**src/rtl/gf_seq_pkg.sv**
```systemverilog
// Shared definitions for the GF(2^m) operation sequencer: opcodes, FSM states, grade width.
// Latency: none (package only).
// Backpressure: none (package only).
package gf_seq_pkg;

    localparam logic [1:0] OP_ADD  = 2'd0;
    localparam logic [1:0] OP_MUL  = 2'd1;
    localparam logic [1:0] OP_SQR  = 2'd2;
    localparam logic [1:0] OP_IMUL = 2'd3;

    typedef enum logic [2:0] {
        ST_IDLE = 3'd0,
        ST_P1   = 3'd1,
        ST_P2   = 3'd2,
        ST_CAPT = 3'd3,
        ST_RESP = 3'd4
    } state_t;

    // Width needed to hold a field degree 0..w inclusive.
    function automatic int gf_gw(input int w);
        return $clog2(w) + 1;
    endfunction

endpackage

```
**src/rtl/gf_op_sequencer.sv**
```systemverilog
// Sequences an external GF(2^m) datapath through one or two registered passes per field op.
// Latency accept->res_valid: ADD/IMUL 3, MUL/SQR 4, grade error 1 cycle; one op in flight.
// Backpressure: result held in RESP until res_ready; req_ready low whenever not IDLE.
module gf_op_sequencer
    import gf_seq_pkg::*;
#(
    parameter  int DATA_WIDTH = 32,
    localparam int GW         = gf_gw(DATA_WIDTH)
) (
    input  logic                      clk,
    input  logic                      rst,
    // request side
    input  logic                      req_valid,
    output logic                      req_ready,
    input  logic [1:0]                req_op,
    input  logic [DATA_WIDTH-1:0]     req_a,
    input  logic [DATA_WIDTH-1:0]     req_b,
    input  logic [DATA_WIDTH:0]       req_poly,
    input  logic [GW-1:0]             req_grade,
    // response side
    output logic                      res_valid,
    input  logic                      res_ready,
    output logic [2*DATA_WIDTH-1:0]   res_data,
    output logic                      res_err,
    output logic [15:0]               op_count,
    // datapath control
    output logic                      dp_enable,
    output logic                      dp_sum_funct,
    output logic                      dp_exp_funct,
    output logic                      dp_red_funct,
    output logic                      dp_carry_option,
    output logic [GW-1:0]             dp_polyn_grade,
    output logic [DATA_WIDTH:0]       dp_polyn_red_in,
    output logic [2*DATA_WIDTH-1:0]   dp_reduc_in,
    output logic [DATA_WIDTH-1:0]     dp_a,
    output logic [DATA_WIDTH-1:0]     dp_b,
    // datapath results
    input  logic [DATA_WIDTH-1:0]     dp_out,
    input  logic [2*DATA_WIDTH-1:0]   dp_mult_out
);

    localparam logic [GW-1:0] GRADE_MIN = GW'(2);
    localparam logic [GW-1:0] GRADE_MAX = GW'(DATA_WIDTH);

    state_t                    r_state;
    logic [1:0]                r_op;
    logic [DATA_WIDTH:0]       r_poly;
    logic [GW-1:0]             r_grade;
    logic [2*DATA_WIDTH-1:0]   r_res;
    logic                      r_err;
    logic [15:0]               r_cnt;

    logic                      r_dp_enable;
    logic                      r_dp_sum;
    logic                      r_dp_exp;
    logic                      r_dp_red;
    logic                      r_dp_carry;
    logic [GW-1:0]             r_dp_grade;
    logic [DATA_WIDTH:0]       r_dp_poly;
    logic [DATA_WIDTH-1:0]     r_dp_a;
    logic [DATA_WIDTH-1:0]     r_dp_b;

    logic [DATA_WIDTH-1:0]     w_mask;
    logic                      w_is_field;
    logic                      w_grade_bad;
    logic [DATA_WIDTH-1:0]     w_a_in;
    logic [DATA_WIDTH-1:0]     w_b_in;

    // Operand conditioning at accept: field ops keep only bits [m-1:0]; a shift of m=W yields all ones.
    always_comb begin
        w_mask      = ~({DATA_WIDTH{1'b1}} << req_grade);
        w_is_field  = (req_op != OP_IMUL);
        w_grade_bad = (req_grade < GRADE_MIN) || (req_grade > GRADE_MAX);
        w_a_in      = w_is_field ? (req_a & w_mask) : req_a;
        w_b_in      = w_is_field ? (req_b & w_mask) : req_b;
    end

    // Main FSM: request latch, registered datapath controls, result capture and response counter.
    always_ff @(posedge clk) begin
        if (rst) begin
            r_state     <= ST_IDLE;
            r_op        <= OP_ADD;
            r_poly      <= '0;
            r_grade     <= '0;
            r_res       <= '0;
            r_err       <= 1'b0;
            r_cnt       <= 16'd0;
            r_dp_enable <= 1'b0;
            r_dp_sum    <= 1'b0;
            r_dp_exp    <= 1'b0;
            r_dp_red    <= 1'b0;
            r_dp_carry  <= 1'b0;
            r_dp_grade  <= '0;
            r_dp_poly   <= '0;
            r_dp_a      <= '0;
            r_dp_b      <= '0;
        end else begin
            // Datapath controls are live only for the pass being entered; clear by default.
            r_dp_enable <= 1'b0;
            r_dp_sum    <= 1'b0;
            r_dp_exp    <= 1'b0;
            r_dp_red    <= 1'b0;
            r_dp_carry  <= 1'b0;
            r_dp_grade  <= '0;
            r_dp_poly   <= '0;
            r_dp_a      <= '0;
            r_dp_b      <= '0;

            case (r_state)
                ST_IDLE: begin
                    if (req_valid) begin
                        r_op    <= req_op;
                        r_poly  <= req_poly;
                        r_grade <= req_grade;
                        if (w_is_field && w_grade_bad) begin
                            // Rejected: respond straight away, datapath untouched.
                            r_res   <= '0;
                            r_err   <= 1'b1;
                            r_state <= ST_RESP;
                        end else begin
                            r_err       <= 1'b0;
                            r_state     <= ST_P1;
                            r_dp_enable <= 1'b1;
                            r_dp_sum    <= (req_op == OP_ADD);
                            r_dp_exp    <= (req_op == OP_SQR);
                            r_dp_carry  <= (req_op == OP_IMUL);
                            r_dp_grade  <= req_grade;
                            r_dp_poly   <= req_poly;
                            r_dp_a      <= w_a_in;
                            r_dp_b      <= w_b_in;
                        end
                    end
                end
                ST_P1: begin
                    if (r_op == OP_MUL || r_op == OP_SQR) begin
                        // Second pass reduces the product now sitting in the datapath register.
                        r_state     <= ST_P2;
                        r_dp_enable <= 1'b1;
                        r_dp_red    <= 1'b1;
                        r_dp_grade  <= r_grade;
                        r_dp_poly   <= r_poly;
                    end else begin
                        r_state <= ST_CAPT;
                    end
                end
                ST_P2: begin
                    r_state <= ST_CAPT;
                end
                ST_CAPT: begin
                    if (r_op == OP_IMUL) begin
                        r_res <= dp_mult_out;
                    end else begin
                        r_res <= {{DATA_WIDTH{1'b0}}, dp_out};
                    end
                    r_state <= ST_RESP;
                end
                ST_RESP: begin
                    if (res_ready) begin
                        r_cnt   <= r_cnt + 16'd1;
                        r_state <= ST_IDLE;
                    end
                end
                default: begin
                    r_state <= ST_IDLE;
                end
            endcase
        end
    end

    assign req_ready       = (r_state == ST_IDLE);
    assign res_valid       = (r_state == ST_RESP);
    assign res_data        = r_res;
    assign res_err         = r_err;
    assign op_count        = r_cnt;

    assign dp_enable       = r_dp_enable;
    assign dp_sum_funct    = r_dp_sum;
    assign dp_exp_funct    = r_dp_exp;
    assign dp_red_funct    = r_dp_red;
    assign dp_carry_option = r_dp_carry;
    assign dp_polyn_grade  = r_dp_grade;
    assign dp_polyn_red_in = r_dp_poly;
    assign dp_a            = r_dp_a;
    assign dp_b            = r_dp_b;
    // The product to reduce comes straight from the datapath register during the reduce pass.
    assign dp_reduc_in     = r_dp_red ? dp_mult_out : '0;

endmodule
```
**config.mk**
```make
export PLATFORM = sky130hd
export DESIGN_NAME = gf_op_sequencer
export DESIGN_NICKNAME = d
export VERILOG_FILES = /design/src/rtl/gf_seq_pkg.sv /design/src/rtl/gf_op_sequencer.sv
export SDC_FILE = /design/constraint.sdc
export NUM_CORES = 1
export LEC_CHECK = 0
export ABC_AREA = 1
export CAP_MARGIN = 20
export CELL_PAD_IN_SITES_DETAIL_PLACEMENT = 1
export CELL_PAD_IN_SITES_GLOBAL_PLACEMENT = 1
export CORE_ASPECT_RATIO = 0.9
export CORE_UTILIZATION = 30
export DETAILED_ROUTE_END_ITERATION = 12
export DONT_BUFFER_PORTS = 1
export GPL_TIMING_DRIVEN = 0
export PLACE_DENSITY = 0.55
export SLEW_MARGIN = 10
export SYNTH_ARGS = -nofsm -noshare
export SYNTH_HDL_FRONTEND = slang
export SYNTH_SLANG_ARGS = --single-unit
```
**constraint.sdc**
```tcl
create_clock -name clk -period 1.97 [get_ports clk]
set_clock_uncertainty 0.05 [all_clocks]
set_input_delay 0.394 -clock clk [delete_from_list [all_inputs] [get_ports clk]]
set_output_delay 0.394 -clock clk [all_outputs]
set_load 0.005 [all_outputs]
```
==> metrics.cfg, run 1 <==
[detailed_routing]
ant_nets = 0
vias = 8706
routed_wirelength_mm = 36.2
remaining_drc_errors = 0
drt_iter0_drc = 341
avgRoutedWirePerCell_um = 19.7
viasPerCell = 4.74
drtPass1Iterations = 4

[worst_setup_path]
cp.arrival_ps = 1470
worstPathRequired_ps = 1530
r2r_slack_ps = 80
path_cells = buf_8 > clkbuf_8 > nand2_1 > inv_1
start_kind = register
path_class = register to primary output
end_kind = primary output
slowest_delay_ps = 370
cp_max_fo = 10
crit_path_top_delay_cell = dfxtp_2

[clocking]
cts_tree = built
clk_pin_slew_ps = 60
cts.htree.levels = 1
cts_made_buffers = 26
cts_buffer_depth = 3
cts_root_buf = clkbuf_16
cts.sink_count = 233
insertion_delay_ps = 540

[floorplanning]
row_count = 60
die_area_um2 = 31500
fp.dieH_um = 169
initial_core_util = 0.307
ios = 460
die_w_um = 187
fp.coreArea_um2 = 30100

[finish]
final_layout_size_suffix_gt1_frac = 0.0957
register_area_um2 = 4670
fill_cells = 3695
multiInputGateArea_um2 = 3840
area_growth_pct = 31.0
final_nets = 1621
layout.cells.non_filler = 1835

[yosys]
synth_top_area_share = 0.504
synthCells = 1248
synth_most_common_cell = nand2_1
synth_area_um2 = 9250
synth.distinct_cells = 30
seq_area_frac_synth = 0.504
ys_ff_latch = 233
synthArstFlopShare = 0
synth_area_leaders = dfxtp_1, nand2_1, a21oi_1, nor2_1, nand3_1
synth_commonest_cells = nand2_1, dfxtp_1, a21oi_1
syn_nets = 1455
avgSynthCellArea_um2 = 7.41
yosysWarnings = 0
synth-edff-count = 0
synth_ff_type = dfxtp_1
synth_top_area_cell = dfxtp_1

[sta]
fin_crit_sh = 0.970
fin_setup_tns_ps = 0
setup_viol_count_final = 0
maxClockFrequency_ghz = 0.523
tightestPinTransition_ps = 740
min_period_ps = 1910
hold_violations = 0
relSlewSlack = 0.506
drv_slew = 0

[hold_path]
min_path_type = input pin to register

[grt]
grt_overflow_total = 0
antenna_found_initial = 1
grt_pass1_vias = 9253
grt_start_max_net_pins = 14
grt_pass1_wl_mm = 54.7
grt_use_total = 0.222

[power_and_ir_drop]
power.total_mw = 12.3
seqPwrFrac = 0.429
worst_ir_drop_vdd_uv = 616
p_comb_frac = 0.167
p_int_mw = 8.79
p_sw_frac = 0.285
p_switching_mw = 3.50
p_per_area_nw_per_um2 = 1010
p_leak_nw = 5.06
clkPwrFrac = 0.404

[flow_run]
maxCapViolCount = 0

[placed_design]
dp_hpwl_mm = 26.7
dp.cells = 1651
place_congestion = 0.788
port_buffers = 0

[status]
status = completed

final cells by class:
type / count / area share
Buffer: 75 / 0.0355
Clock inverter: 8 / 0.00836
Tap cell: 403 / 0.0416
Antenna cell: 1 / 0.000206
Timing Repair Buffer: 138 / 0.114
Sequential cell: 233 / 0.385
Clock buffer: 37 / 0.0645
Inverter: 108 / 0.0339
Multi-Input combinational cell: 832 / 0.317
placed cells by master (no fill, tap or decap), drive strengths merged, types with 7 or more instances in the layout:
| master | n |
|---|---|
| a21oi | 171 |
| buf | 26 |
| clkbuf | 87 |
| clkinv | 8 |
| dfxtp | 233 |
| dlygate4sd3 | 137 |
| inv | 106 |
| mux2 | 32 |
| nand2 | 399 |
| nand3 | 81 |
| nor2 | 110 |
| nor3 | 8 |
| o21ai | 14 |
| xor2 | 7 |
cell families after synthesis:
| kind of cell | count (synthesis) | synth area share |
|---|---|---|
| DFF | 233 | 0.504 |
| adders and majority gates | 2 | 0.00270 |
| muxes | 32 | 0.0390 |
| buffers and inverters | 183 | 0.0814 |
| xor gates and xnor gates | 8 | 0.00758 |
| and+or+nand+nor | 602 | 0.262 |
| AOI/OAI and AO/OA | 188 | 0.103 |
state kept, by name, indices dropped and copies added (netlist names):
name / flops
op_count: 16
dp_red_funct: 1
dp_polyn_grade: 6
r_poly: 33
dp_enable: 1
dp_sum_funct: 1
dp_a: 32
dp_polyn_red_in: 33
r_op: 2
dp_carry_option: 1
r_grade: 6
dp_b: 32
res_err: 1
res_data: 64
dp_exp_funct: 1
r_state: 3
critical path: cells and delay by family (launching register included):
family,cells,cell delay [ps]
flip-flops,1,370
AND/OR/NAND/NOR,1,70
buffers and inverters,3,480
layer usage:
layer / global-route usage / up-vias / part of all wire
li1: - / 4264 / -
met1: 0.261 / 4078 / 0.41
met2: 0.396 / 302 / 0.50
met3: 0.0512 / 62 / 0.059
met4: 0.0773 / 0 / 0.035
met5: 0 / - / 0
power by group through the flow:
stage | combinational, mW | sequential (mW) | clock, mW
2_1_floorplan | 1.22 | 5.29 | 0
3_3_place_gp | 1.75 | 5.37 | 0
3_5_place_dp | 1.77 | 5.37 | 0
4_1_cts | 2.06 | 5.27 | 5.10
5_1_grt | 2.28 | 5.30 | 5.32
6_report | 2.06 | 5.27 | 4.97
stage by stage:
step | utilization | setup slack, ps | hold WS [ps] | area, µm²
2_1_floorplan | - | 384 | 390 | 9250
3_3_place_gp | 0.324 | -372 | 399 | 9750
3_5_place_dp | 0.324 | -342 | 403 | 9750
4_1_cts | 0.401 | 3.25 | 9.20 | 12100
5_1_grt | 0.403 | -5.84 | 23.6 | 12100
6_report | 0.403 | 59.7 | 22.7 | 12100
repair_timing:
action | CTS | global route
setup buffers | 0 | 1
resized for setup | 26 | 23
pin swaps | 0 | 1
endpoints found under the setup margin | 140 | 155
gates cloned | 0 | 0
hold buffers | 137 | 0
endpoints found under the hold margin | 175 | 0
final timing paths:
path                startpoint                   to  cells after the start
hold reg to reg      r_poly[4]            r_poly[4]                      2
hold / removal    req_poly[16]  dp_polyn_red_in[16]                      2
setup / recovery  dp_red_funct      dp_reduc_in[26]                      4
setup reg to reg       r_op[0]          res_data[9]                      6
Power figures use the tool's default switching activity.
==> run 2, diff against run 1 <==
--- a/config.mk
+++ b/config.mk
@@ -9,11 +9,9 @@
 export CAP_MARGIN = 20
 export CELL_PAD_IN_SITES_DETAIL_PLACEMENT = 1
 export CELL_PAD_IN_SITES_GLOBAL_PLACEMENT = 1
-export CORE_ASPECT_RATIO = 0.9
 export CORE_UTILIZATION = 30
 export DETAILED_ROUTE_END_ITERATION = 12
 export DONT_BUFFER_PORTS = 1
-export GPL_TIMING_DRIVEN = 0
 export PLACE_DENSITY = 0.55
 export SLEW_MARGIN = 10
 export SYNTH_ARGS = -nofsm -noshare
==> run 2 against run 1 <==
Effect of this change: sequential cell count unchanged; clock-buffer cell count is 6 higher; sequential share of layout area up 2.1 points; non-clock buffer count down 103; die area about the same; register-to-register slack gained 50 ps; clock power up 2%; global-route usage down 3.1 points; the run now ends with hold timing left; sequential power about the same; routed wire length shrank 11%; design area shrank 4.9%; critical path depth grew 7; critical path type is now input pin to register.
==> metrics.cfg, run 2 (same netlist as run 1, synthesis figures left out) <==
[power_and_ir_drop]
p_sw_frac = 0.271
seqPwrFrac = 0.433
worst_ir_drop_vdd_uv = 727
p_switching_mw = 3.31
p_leak_nw = 4.79
clkPwrFrac = 0.417
p_int_mw = 8.88
p_per_area_nw_per_um2 = 1060
p_comb_frac = 0.150

[finish]
largest_reg_flops = 64
area_growth_pct = 24.6
final_common_cell = nand2_1
final_layout_size_suffix_gt1_frac = 0.101
fill_cells = 3678
antenna_cells = 0
final_cell_mix = nand2_1, dfxtp_1, a21oi_1
final_nets = 1518

[status]
violations = hold timing
status = complete, but fails checks

[floorplanning]
die_w_um = 178
row_count = 63
die_area_um2 = 31500
fp.dieH_um = 178
initial_core_util = 0.309
fp.coreArea_um2 = 30000
ios = 460

[sta]
relSlewSlack = 0.613
fin_setup_tns_ps = 0
tightestPinTransition_ps = 577
drv_slew = 0
min_period_ps = 1850
maxClockFrequency_ghz = 0.539
hold_violations = 96
fin_crit_sh = 0.941
rsz0062_at_grt = false
whs_ps = -104
setup_viol_count_final = 0

[hold_path]
worstHoldPathCells = 1
min_path_type = input pin to register
min_to = dp_polyn_red_in[25]
min_from = rst

[worst_setup_path]
crit_path_top_delay_cell = dlygate4sd3_1
slowest_delay_ps = 550
r2r_slack_ps = 130
path_cells = dlygate4sd3_1 > inv_1 > nor2_2 > nand2_1 > nand2_2 > clkinv_4 > nand3_4 > inv_4 > nand2_1 > a21oi_1 > dlygate4sd3_1
worstRegToRegCells = 7
start_kind = input pin
startpoint = req_grade[5]
r2r-end = op_count[11]
worstPathRequired_ps = 2330
end_kind = register
path_class = input pin to register
timing.rr.start = op_count[0]
cp.arrival_ps = 2210
cp_max_fo = 8

[detailed_routing]
remaining_drc_errors = 0
drtPass1Iterations = 4
viasPerCell = 4.77
ant_nets = 0
avgRoutedWirePerCell_um = 18.7
routed_wirelength_mm = 32.2
drt_iter0_drc = 299
vias = 8212

[placed_design]
place_congestion = 0.763
dp_hpwl_mm = 22.5
port_buffers = 0

[grt]
grt_pass1_wl_mm = 46.9
grt_start_max_net_pins = 158
grt_pass1_vias = 8223
grt_use_total = 0.191
grt_overflow_total = 0
antenna_found_initial = 1

[clocking]
cts_root_buf = clkbuf_16
cts_tree = built
cts_buffer_depth = 3
cts.sink_count = 233
cts_made_buffers = 26
insertion_delay_ps = 520
cts.htree.levels = 1
clk_pin_slew_ps = 60

[flow_run]
maxCapViolCount = 0

## run 2: changes by cell type in the layout (fill, tap and decap cells not counted), sizes merged
| cell | previous run | this run |
|---|---|---|
| clkinv | 8 | 5 |
| buf | 26 | 25 |
| diode | 1 | 0 |
| dlygate4sd3 | 137 | 83 |
| clkbuf | 87 | 45 |
## run 2: how the worst max path moves through the flow
stage	slack (ps)	endpoint
2_1_floorplan	380	dp_a[0]
4_1_cts	9	op_count[2]
5_1_grt	0.5	op_count[11]
3_3_place_gp	190	r_op[0]
6_report	120	dp_polyn_grade[5]
3_5_place_dp	180	dp_b[19]
## run 2: layout make-up
cell class / count / area (µm²) / share of cell area
inverter: 108 / 418 / 0.0363
clock inverter: 5 / 75.1 / 0.00651
timing repair buffer: 110 / 1160 / 0.101
multi-input combinational: 832 / 3870 / 0.336
tap: 390 / 488 / 0.0423
sequential: 233 / 4680 / 0.406
clock buffer: 43 / 836 / 0.0725
## run 2: critical path: cells and delay by family
| family | cells | cell delay (ps) |
|---|---|---|
| compound gates | 1 | 50 |
| buf+inv | 5 | 1300 |
| simple gates | 5 | 460 |
## run 2: layer usage
layer | GRT usage | wire (µm) | vias to the layer above
met1 | 0.216 | 12700 | 3813
met4 | 0.0467 | 549 | 0
met5 | 0 | 0 | -
met3 | 0.0461 | 2280 | 40
met2 | 0.358 | 16700 | 306
li1 | - | - | 4053
## run 2: timing repair
item | CTS | global route
hold buffers | 79 | 4
endpoints found under the setup margin | 0 | 8
resized for setup | 0 | 22
setup buffers | 0 | 1
hold endpoints to repair | 226 | 146
## run 2: power by group through the flow
stage / sequential (mW) / combinational (mW) / clock (mW)
after floorplan: 5.29 / 1.22 / 0
after global placement: 5.38 / 1.62 / 0
after detailed placement: 5.38 / 1.65 / 0
after CTS: 5.28 / 1.79 / 5.23
after global routing: 5.31 / 2.05 / 5.42
final: 5.28 / 1.83 / 5.08
## run 2: through the flow
step / setup slack (ps) / cells / total power, mW / instance area, µm² / utilization
floorplan: 384 / 1248 / 6.51 / 9250 / -
global placement: 187 / 1587 / 7.00 / 9680 / 0.323
detailed placement: 176 / 1587 / 7.02 / 9680 / 0.323
CTS: 9.34 / 1714 / 12.3 / 11400 / 0.380
global route: 0.460 / 1721 / 12.8 / 11500 / 0.385
finish: 116 / 1721 / 12.2 / 11500 / 0.385
